**src/rtl/hicore_rsp_tracker.sv**
```systemverilog
// hicore_rsp_tracker: in-order outstanding tracker for a valid/ready memory port.
// Pairs responses with issued addresses and drops responses killed by a flush.
module hicore_rsp_tracker #(
  parameter int OUTS = 4,
  parameter int AW   = 32,
  parameter int DW   = 32
) (
  input  logic                   clk,
  input  logic                   rst_n,
  input  logic                   req_vld,
  output logic                   req_rdy,
  input  logic [AW-1:0]          req_addr,
  output logic                   cmd_vld,
  input  logic                   cmd_rdy,
  output logic [AW-1:0]          cmd_addr,
  input  logic                   rsp_vld,
  output logic                   rsp_rdy,
  input  logic [DW-1:0]          rsp_dat,
  input  logic                   rsp_err,
  output logic                   o_vld,
  input  logic                   o_rdy,
  output logic [DW-1:0]          o_dat,
  output logic                   o_err,
  output logic [AW-1:0]          o_addr,
  input  logic                   flush,
  output logic [$clog2(OUTS):0]  outs_cnt
);

  localparam int IW = $clog2(OUTS);
  localparam int PW = IW + 1;

  logic [PW-1:0]   wr_ptr;
  logic [PW-1:0]   rd_ptr;
  logic [AW-1:0]   addr_q [OUTS];
  logic [OUTS-1:0] stale_q;
  logic [OUTS-1:0] occ;
  logic [IW-1:0]   wr_idx;
  logic [IW-1:0]   rd_idx;
  logic            full;
  logic            empty;
  logic            head_stale;
  logic            issue;
  logic            retire;

  assign wr_idx = wr_ptr[IW-1:0];
  assign rd_idx = rd_ptr[IW-1:0];
  assign full   = (wr_ptr[IW] != rd_ptr[IW]) && (wr_idx == rd_idx);
  assign empty  = (wr_ptr == rd_ptr);

  assign outs_cnt = wr_ptr - rd_ptr;

  assign cmd_vld  = req_vld & ~full & ~flush;
  assign req_rdy  = cmd_rdy & ~full & ~flush;
  assign cmd_addr = req_addr;
  assign issue    = cmd_vld & cmd_rdy;

  assign head_stale = stale_q[rd_idx] | flush;
  assign o_vld      = rsp_vld & ~empty & ~head_stale;
  assign rsp_rdy    = ~empty & (head_stale | o_rdy);
  assign o_addr     = addr_q[rd_idx];
  assign o_dat      = rsp_dat;
  assign o_err      = rsp_err;
  assign retire     = rsp_vld & rsp_rdy;

  // An entry is occupied if its distance from the head is below the count
  always_comb begin
    occ = '0;
    for (int i = 0; i < OUTS; i++) begin
      occ[i] = ({1'b0, IW'(i) - rd_idx} < outs_cnt);
    end
  end

  always_ff @(posedge clk) begin
    if (issue) begin
      addr_q[wr_idx] <= req_addr;
    end
  end

  always_ff @(posedge clk or negedge rst_n) begin
    if (!rst_n) begin
      wr_ptr  <= '0;
      rd_ptr  <= '0;
      stale_q <= '0;
    end else begin
      for (int i = 0; i < OUTS; i++) begin
        if (flush && occ[i]) begin
          stale_q[i] <= 1'b1;
        end
      end
      if (retire) begin
        stale_q[rd_idx] <= 1'b0;
        rd_ptr          <= rd_ptr + 1'b1;
      end
      if (issue) begin
        stale_q[wr_idx] <= 1'b0;
        wr_ptr          <= wr_ptr + 1'b1;
      end
    end
  end

endmodule

```
**config.mk**
```make
export PLATFORM = sky130hd
export DESIGN_NAME = hicore_rsp_tracker
export DESIGN_NICKNAME = d
export VERILOG_FILES = /design/src/rtl/hicore_rsp_tracker.sv
export SDC_FILE = /design/constraint.sdc
export NUM_CORES = 1
export LEC_CHECK = 0
export CORE_AREA = 2 2 92 161
export DETAILED_ROUTE_END_ITERATION = 12
export DIE_AREA = 0 0 94 163
export GPL_TIMING_DRIVEN = 1
export PLACE_DENSITY_LB_ADDON = 0.05
export SETUP_SLACK_MARGIN = 0.5
export SLEW_MARGIN = 40
export SYNTH_ARGS = -nofsm -noshare
export SYNTH_HDL_FRONTEND = slang
export SYNTH_SLANG_ARGS = --single-unit
```
**constraint.sdc**
```tcl
create_clock -name clk -period 3.2 [get_ports clk]
set_input_delay 0.32 -clock clk [delete_from_list [all_inputs] [get_ports clk]]
set_output_delay 0.32 -clock clk [all_outputs]
set_load 0.1 [all_outputs]
```
==> flow_metrics.tcl, run 1 <==
set metrics [dict create \
    core-area_sq_um 14200 \
    yosys.area_share.simple 0.0109 \
    avgRoutedWirePerCell_um 19.1 \
    synth_adder_area_share 0.0391 \
    crit_fanout 24 \
    synthXorXnorAreaFrac 0.00884 \
    min_path_type "input port to asynchronous set/reset pin" \
    r2r_slack_ps 850 \
    skew_ps 9.12 \
    worst_setup_path_start_kind "flop" \
    final_max_slew_viol_count 0 \
    async_flop_share 0.0725 \
    drv_cap 0 \
    period_needed_ps 2550 \
    grt_pass1_wl_um 16400 \
    synth_compound_area_frac 0.0269 \
    fin_setup_tns_ps 0 \
    synthCells 316 \
    portBuffers 109 \
    r2r_end "stale_q[2]$_DFF_PN0_" \
    critical_path.startpoint "rd_ptr[0]$_DFFE_PN0N_" \
    cts_tree "built" \
    dr.pass1.iters 4 \
    hold_viol 0 \
    slew_headroom 0.634 \
    grt_usage 0.149 \
    muxShareOfSynthArea 0.125 \
    max_clock_freq_mhz 392 \
    post-route-period-util 0.798 \
    grt_max_degree 37 \
    cp-end-kind "output pin" \
    clk_latency_ps 400 \
    reg2reg_depth 9 \
    io_pins 176 \
    ys_seq_area_frac 0.689 \
    crit_required_ps 2880 \
    grt_overflow 0 \
    num_vias 2852 \
    grt_antenna_before_repair 0 \
    avgSynthCellArea_sq_um 18.8 \
    endpoint "rsp_rdy" \
    drt_wl_total_um 10900 \
    nNetsFinal 468 \
    ys_seq_elements 138 \
    die_h_um 163 \
    setup_violations 0 \
    cts_sinks 138 \
    setup.worst_path.class "flop to output pin" \
    dr.first_iter.drc_count 92 \
    synth_edf_count 128 \
    slowest_stage "mux4_2" \
    whs_ps 260 \
    worst_pin_slew_ps 549 \
    diodes 0 \
    syn-num-nets 406 \
    vias_per_cell 5.00 \
    synth_top_family_by_area "multiplexers" \
    ant_nets 0 \
    layout-drive-gt1-share 0.413 \
    grt_pass1_vias 3022 \
    post-route-util 0.520 \
    synth.distinct_cells 27 \
    num_rows 58 \
    clk_pin_slew_ps 60 \
    clock_path_buffers 2 \
    cp_cell_sequence "buf_6 -> mux4_2 -> o22a_1 -> buf_4" \
    synthFlopType "edfxtp_1" \
    gp_congestion 0.733 \
    route.detailed.drc 0 \
    die_area_sq_um 15300 \
    status "completed" \
    htree_levels 4 \
    syn2layout_area_growth_pct 23.7 \
    rsz0062_at_grt "false" \
    netlist_area_sq_um 5940 \
    worstPathArrival_ps 2230 \
    root_buffer "clkbuf_16" \
    worstReg2RegStart "wr_ptr[0]$_DFFE_PN0P_" \
    start_util 0.420 \
    post_dp_cell_area_sq_um 6750 \
    ys_warn_count 0 \
    fillers 1160 \
    cts-buffers-inserted 17 \
    slowest_delay_ps 630 \
    post_cts_buffers 0 \
    dpl.hpwl_um 6720 \
    die_width_um 94 \
    fin_area_sq_um 7350 \
]
placed cells by master, fill, tap and decap left out, drive strengths merged, types with 6 or more instances in the layout:
cell type and n:
ha 17, edfxtp 128, clkbuf 17, buf 79, mux4 33, inv 18, o21ai 7, clkdlybuf4s50 38
clkinv 6, dfrtp 10
state kept, by name, indices dropped and copies added, names as in the netlist:
name	flops
wr_ptr	3
rd_ptr	3
stale_q	4
addr_q	128
synth_stat cells, types with 2 or more instances:
| master | number | area (sq um) |
|---|---|---|
| clkbuf_1 | 3 | 11.3 |
| a21oi_1 | 3 | 15.0 |
| nand2_1 | 4 | 15.0 |
| a221oi_2 | 4 | 60.1 |
| inv_1 | 15 | 56.3 |
| buf_4 | 65 | 488 |
| o21ai_0 | 7 | 35.0 |
| ha_1 | 17 | 213 |
| buf_6 | 2 | 22.5 |
| and2_1 | 4 | 25.0 |
| nor2_1 | 2 | 7.51 |
| dfrtp_1 | 10 | 250 |
| xor2_1 | 2 | 17.5 |
| xnor2_1 | 4 | 35.0 |
| buf_2 | 3 | 15.0 |
| edfxtp_1 | 128 | 3840 |
| mux4_2 | 33 | 743 |
critical path: cells and delay by family, from the launching register on:
family	cells	cell delay, ps
multiplexers	1	630
buffers and inverters	2	560
AO/OA/AOI/OAI	1	210
flip-flops	1	420
metal layers:
layer  vias to the layer above  part of all wire  global-route usage
met2                       109              0.56               0.266
li1                       1280                 -                   -
met3                        16             0.053              0.0393
met1                      1447              0.37               0.166
met4                         0             0.013              0.0580
met5                         -                 0                   0
how the worst min path moves through the flow:
stage               depth (start not counted)             startpoint                    end  slack (ps)
CTS                                         1                  rst_n  wr_ptr[1]$_DFFE_PN0P_         270
finish                                      1                  rst_n  wr_ptr[1]$_DFFE_PN0P_         260
global route                                1                  rst_n  wr_ptr[1]$_DFFE_PN0P_         300
detailed placement                          1  wr_ptr[2]$_DFFE_PN0P_  wr_ptr[2]$_DFFE_PN0P_         480
global placement                            1  wr_ptr[2]$_DFFE_PN0P_  wr_ptr[2]$_DFFE_PN0P_         480
floorplan                                   0                  rst_n  rd_ptr[0]$_DFFE_PN0N_          20
cell type report:
type	count	area, sq um	area share
multi-input cells	89	1320	0.179
repair buffers	117	1060	0.145
flip-flops and latches	138	4100	0.557
inverters	15	56.3	0.00766
clock buffers	17	425	0.0578
clock inverters	14	171	0.0233
well taps	180	225	0.0306
cells by family (layout without fill, tap and decap cells):
| group | count (synthesis) | after routing |
|---|---|---|
| AND/OR/NAND/NOR | 13 | 13 |
| buffers and inverters | 89 | 163 |
| adder cells (fa/ha/maj) | 18 | 18 |
| flip-flops | 138 | 138 |
| XOR/XNOR | 6 | 6 |
| multiplexers | 33 | 33 |
| AO/OA/AOI/OAI | 19 | 19 |
metrics by stage:
stage / setup WS [ps] / instances
2_1_floorplan: 524 / 316
3_3_place_gp: 673 / 539
3_5_place_dp: 687 / 539
4_1_cts: 564 / 570
5_1_grt: 535 / 570
6_report: 647 / 570
repair_timing:
item / CTS / global route
hold buffers: 0 / 0
resized for setup: 1 / 0
setup endpoints to repair: 2 / 0
Power of run 1 is left out: the tool's default activity adds up to more than one toggle a clock period on the data nets, which glitch-free logic cannot reach.
==> run 2, diff against run 1 <==
==> constraint.sdc (replaced) <==
create_clock -name clk -period 2.08 [get_ports clk]
set_input_delay 0.208 -clock clk [delete_from_list [all_inputs] [get_ports clk]]
set_output_delay 0.208 -clock clk [all_outputs]
set_load 0.1 [all_outputs]
==> flow_metrics.tcl, run 2 (synthesis results as in run 1) <==
set metrics [dict create \
    status "finished, violations left" \
    violations "setup timing" \
    whs_ps 172 \
    final_common_cell "edfxtp_1" \
    diodes 0 \
    grt_pass1_wl_um 20200 \
    max_clock_freq_mhz 468 \
    dr.pass1.iters 4 \
    cts_sinks 138 \
    regArea_sq_um 4100 \
    num_rows 58 \
    setup.worst_path.class "flop to flop" \
    grt_overflow 0 \
    top_regs "addr_q (128), stale_q (4)" \
    grt_usage 0.186 \
    period_needed_ps 2140 \
    avgRoutedWirePerCell_um 20.9 \
    clk_latency_ps 410 \
    grt_pass1_vias 3668 \
    cp-end-kind "flop" \
    clk_pin_slew_ps 60 \
    fillers 931 \
    crit_required_ps 2210 \
    route.detailed.drc 0 \
    ant_nets 0 \
    start_util 0.420 \
    cp_cell_sequence "inv_2 -> buf_4 -> ha_4 -> buf_6 -> a311oi_4 -> buf_4 -> and2_4 -> buf_6 -> buf_12 -> buf_16" \
    final_max_slew_viol_count 0 \
    cts-buffers-inserted 17 \
    syn2layout_area_growth_pct 61.2 \
    worst_pin_slew_ps 593 \
    ir_worst_vdd_mv 2.25 \
    nNetsFinal 537 \
    die_area_sq_um 15300 \
    regMostFlops "addr_q" \
    drt_wl_total_um 13300 \
    drv_cap 0 \
    slowest_delay_ps 400 \
    post-route-period-util 1.03 \
    portBuffers 109 \
    core-area_sq_um 14200 \
    vias_per_cell 5.06 \
    rsz0062_at_grt "true" \
    clock_path_buffers 2 \
    p_per_area_nw_per_um2 1780 \
    setup_violations 132 \
    worstPathArrival_ps 2260 \
    largest_reg_flops 128 \
    worst_setup_path_start_kind "flop" \
    skew_ps 8.92 \
    post-route-util 0.677 \
    die_h_um 163 \
    dpl.hpwl_um 7810 \
    htree_levels 4 \
    crit_fanout 5 \
    mostFrequentLayoutCells "edfxtp_1 (128), buf_12 (94), clkdlybuf4s50_1 (38), mux4_2 (33)" \
    layout-drive-gt1-share 0.549 \
    die_width_um 94 \
    slew_headroom 0.603 \
    gp_congestion 0.767 \
    hold_viol 0 \
    slowest_stage "dfrtp_1" \
    dr.first_iter.drc_count 142 \
    min_path_type "input port to asynchronous set/reset pin" \
    multi_input_comb_area_sq_um 1490 \
    num_vias 3233 \
    io_pins 176 \
    grt_antenna_before_repair 0 \
    postCtsHoldBufs 0 \
    r2r_slack_ps -60 \
    worst_slack_ps -55.7 \
    root_buffer "clkbuf_16" \
    cts_tree "built" \
    leakagePower_nw 3.52 \
    grt_max_degree 25 \
]
[run 2: cell count changes in the layout (fill, tap and decap cells not counted), moves of 14 or more]
| cell | delta |
|---|---|
| buf_12 | +87 |
| buf_4 | -52 |
| buf_6 | +18 |
| buf_16 | +14 |
[run 2: power breakdown]
part,leakage (nW),internal [mW],switching (mW)
clock network,0.318,2.26,1.14
logic,1.94,4.21,6.04
registers,1.27,3.30,0.138
[run 2: final timing paths]
kind,from,end,depth (start not counted)
setup / recovery,wr_ptr[0]$_DFFE_PN0P_,addr_q[2][11]$_DFFE_PP_,10
hold / removal,rst_n,stale_q[1]$_DFF_PN0_,1
setup reg to reg,wr_ptr[0]$_DFFE_PN0P_,addr_q[2][11]$_DFFE_PP_,10
hold reg to reg,stale_q[3]$_DFF_PN0_,stale_q[3]$_DFF_PN0_,2
max in group asynchronous,rst_n,rd_ptr[0]$_DFFE_PN0N_,1
min in group clk,rsp_dat[14],o_dat[14],0
[run 2: final cells by class]
class,count,share of cell area
tap,180,0.0235
timing repair buffer,186,0.317
sequential,138,0.428
inverter,15,0.00731
clock inverter,13,0.0249
clock buffer,18,0.0448
multi-input combinational,89,0.155
[run 2: stage by stage]
stage	worst slack, ps	power [mW]	instance area [sq um]	cells	TNS, ps
floorplan	-459	10.1	6160	316	-17660
global placement	51.6	12.6	7910	556	0
detailed placement	-3.73	12.7	7910	556	-3.73
CTS	-71.6	17.1	9480	631	-3500
global route	-112	17.7	9580	639	-11280
finish	-55.7	17.1	9580	639	-2790
[run 2: worst max-delay path, delay by kind of cell, from the launching register on]
kind	cells	cell delay, ps
fa+ha+maj	1	220
flops	1	400
compound gates	1	220
buf+inv	7	850
simple gates	1	170
[run 2: metal layers]
metal	global-route usage	wire length, um	vias up
li1	-	-	1425
met3	0.0403	545	39
met4	0.0942	442	0
met1	0.194	4520	1646
met5	0	0	-
met2	0.344	7820	123
[run 2: timing repair]
| action | CTS | global route |
|---|---|---|
| gates resized for setup | 54 | 9 |
| pin swaps | 13 | 4 |
| buffers inserted | 31 | 8 |
| setup endpoints to repair | 177 | 177 |
| gates cloned | 13 | 0 |
No activity file was read; power rests on OpenSTA's default activity.
==> run 3, diff against run 2 <==
--- a/config.mk
+++ b/config.mk
@@ -10,6 +10,7 @@
 export DIE_AREA = 0 0 94 163
 export GPL_TIMING_DRIVEN = 1
 export PLACE_DENSITY_LB_ADDON = 0.05
+export REMOVE_ABC_BUFFERS = 1
 export SETUP_SLACK_MARGIN = 0.5
 export SLEW_MARGIN = 40
 export SYNTH_ARGS = -nofsm -noshare
==> flow_metrics.tcl, run 3 (synthesis results as in run 1) <==
set metrics [dict create \
    root_buffer "clkbuf_16" \
    vias_per_cell 5.10 \
    gp_congestion 0.739 \
    post-route-period-util 1.07 \
    die_h_um 163 \
    drt_wl_total_um 16100 \
    slew_headroom 0.640 \
    cts_sinks 138 \
    route.detailed.drc 0 \
    hold_viol 0 \
    dr.pass1.iters 5 \
    skew_ps 8.95 \
    min_path_type "input port to asynchronous set/reset pin" \
    die_area_sq_um 15300 \
    leakagePower_nw 3.61 \
    dr.first_iter.drc_count 118 \
    pwr-share-comb 0.612 \
    cts_tree "built" \
    place_ws_ps -43.8 \
    htree_levels 4 \
    crit_required_ps 1870 \
    p_seq_frac 0.199 \
    p_sw_frac 0.429 \
    die_width_um 94 \
    mostFrequentLayoutCells "edfxtp_1 (128), buf_12 (97), clkdlybuf4s50_1 (38), mux4_2 (33), buf_6 (24)" \
    cp_cell_sequence "buf_4 -> ha_1 -> inv_1 -> fa_2 -> xnor2_2 -> buf_4 -> buf_12" \
    crit_path_frequent_cell "buf_4" \
    final_max_slew_viol_count 0 \
    start_util 0.420 \
    syn2layout_area_growth_pct 63.4 \
    setup.worst_path.class "flop to output pin" \
    period_needed_ps 2220 \
    cts-buffers-inserted 17 \
    clock_path_buffers 2 \
    grt_max_degree 22 \
    worstPathArrival_ps 2020 \
    rsz0062_at_grt "true" \
    core-area_sq_um 14200 \
    worst_setup_path_start_kind "flop" \
    grt_pass1_wl_um 23000 \
    grt_overflow 0 \
    io_pins 176 \
    grt_usage 0.216 \
    layout-drive-gt1-share 0.557 \
    post-route-util 0.686 \
    p_per_area_nw_per_um2 1780 \
    internal_power_mw 9.88 \
    ant_nets 0 \
    worst_pin_slew_ps 538 \
    setup_violations 118 \
    p_switching_mw 7.43 \
    top_regs "addr_q (128), stale_q (4)" \
    worst_slack_ps -143 \
    diodes 0 \
    avgRoutedWirePerCell_um 24.8 \
    max_clock_freq_mhz 450 \
    grt_pass1_vias 3550 \
    regMostFlops "addr_q" \
    num_rows 58 \
    slowest_stage "dfrtp_2" \
    crit_fanout 2 \
    largest_reg_flops 128 \
    clk_pin_slew_ps 60 \
    clk_latency_ps 410 \
    status "finished, violations left" \
    violations "setup timing" \
    slowest_delay_ps 390 \
    cp-end-kind "output pin" \
    drv_cap 0 \
    nNetsFinal 547 \
    portBuffers 109 \
    grt_antenna_before_repair 0 \
    postCtsHoldBufs 0 \
    pwr-share-clk 0.189 \
    dpl.hpwl_um 9560 \
    ir_worst_vdd_mv 2.39 \
    final_common_cell "edfxtp_1" \
    num_vias 3313 \
]
[run 3: cell count changes in the layout (fill, tap and decap cells not counted), sizes merged]
cell / before / now
buf: 148 / 156
bufinv: 6 / 5
clkbuf: 18 / 19
clkinv: 1 / 8
clkinvlp: 3 / 0
inv: 18 / 16
[run 3: per-layer routing]
| metal | vias up | global-route usage | routed length, um |
|---|---|---|---|
| met3 | 16 | 0.0939 | 1100 |
| met4 | 4 | 0.0567 | 180 |
| li1 | 1442 | - | - |
| met2 | 133 | 0.366 | 9030 |
| met1 | 1718 | 0.244 | 5680 |
| met5 | - | 0.0694 | 121 |
[run 3: per-stage QoR]
stage | total power, mW | instance area, sq um | std cells | TNS, ps | hold WS [ps]
2_1_floorplan | 8.62 | 5400 | 242 | -253810 | -87.6
4_1_cts | 16.7 | 9410 | 635 | -2200 | 157
3_5_place_dp | 12.2 | 7780 | 558 | -49.1 | 418
5_1_grt | 17.9 | 9710 | 649 | -10520 | 175
3_3_place_gp | 12.1 | 7780 | 558 | -17.5 | 418
6_report | 17.3 | 9710 | 649 | -4820 | 144
[run 3: final cells by class]
class | count | area (sq um)
fill | 914 | 4440
timing repair buffer | 196 | 3210
multi-input combinational | 89 | 1480
inverter | 15 | 63.8
clock buffer | 17 | 425
sequential | 138 | 4100
clock inverter | 14 | 220
tap | 180 | 225
[run 3: worst paths after layout]
| kind | startpoint | to | slack, ps | cells after the start |
|---|---|---|---|---|
| max | rd_ptr[0]$_DFFE_PN0N_ | outs_cnt[2] | -140 | 7 |
| min | rst_n | wr_ptr[2]$_DFFE_PN0P_ | 140 | 1 |
| max reg2reg | rd_ptr[0]$_DFFE_PN0N_ | stale_q[1]$_DFF_PN0_ | -110 | 10 |
| min reg2reg | stale_q[3]$_DFF_PN0_ | stale_q[3]$_DFF_PN0_ | 540 | 2 |
| max in group asynchronous | rst_n | rd_ptr[0]$_DFFE_PN0N_ | 1540 | 1 |
| min in group clk | rsp_dat[2] | o_dat[2] | 420 | 0 |
[run 3: worst max-delay path, delay by kind of cell, from the launching register on]
family | cells | cell delay [ps]
xor gates and xnor gates | 1 | 220
DFF | 1 | 390
adders and majority gates | 2 | 500
buffers and inverters | 4 | 490
[run 3: power groups by stage]
stage	Sequential, mW	Clock, mW	Combinational, mW
finish	3.44	3.28	10.6
global route	3.46	3.44	11.0
CTS	3.43	3.30	9.98
detailed placement	3.45	0	8.72
global placement	3.44	0	8.69
floorplan	3.66	0	4.96
[run 3: timing repair]
action / in CTS / in global routing
buffers inserted: 32 / 11
pin swaps: 16 / 10
cloned: 14 / 3
endpoints found under the hold margin: 0 / 0
gates resized for setup: 73 / 26
setup endpoints to repair: 177 / 177
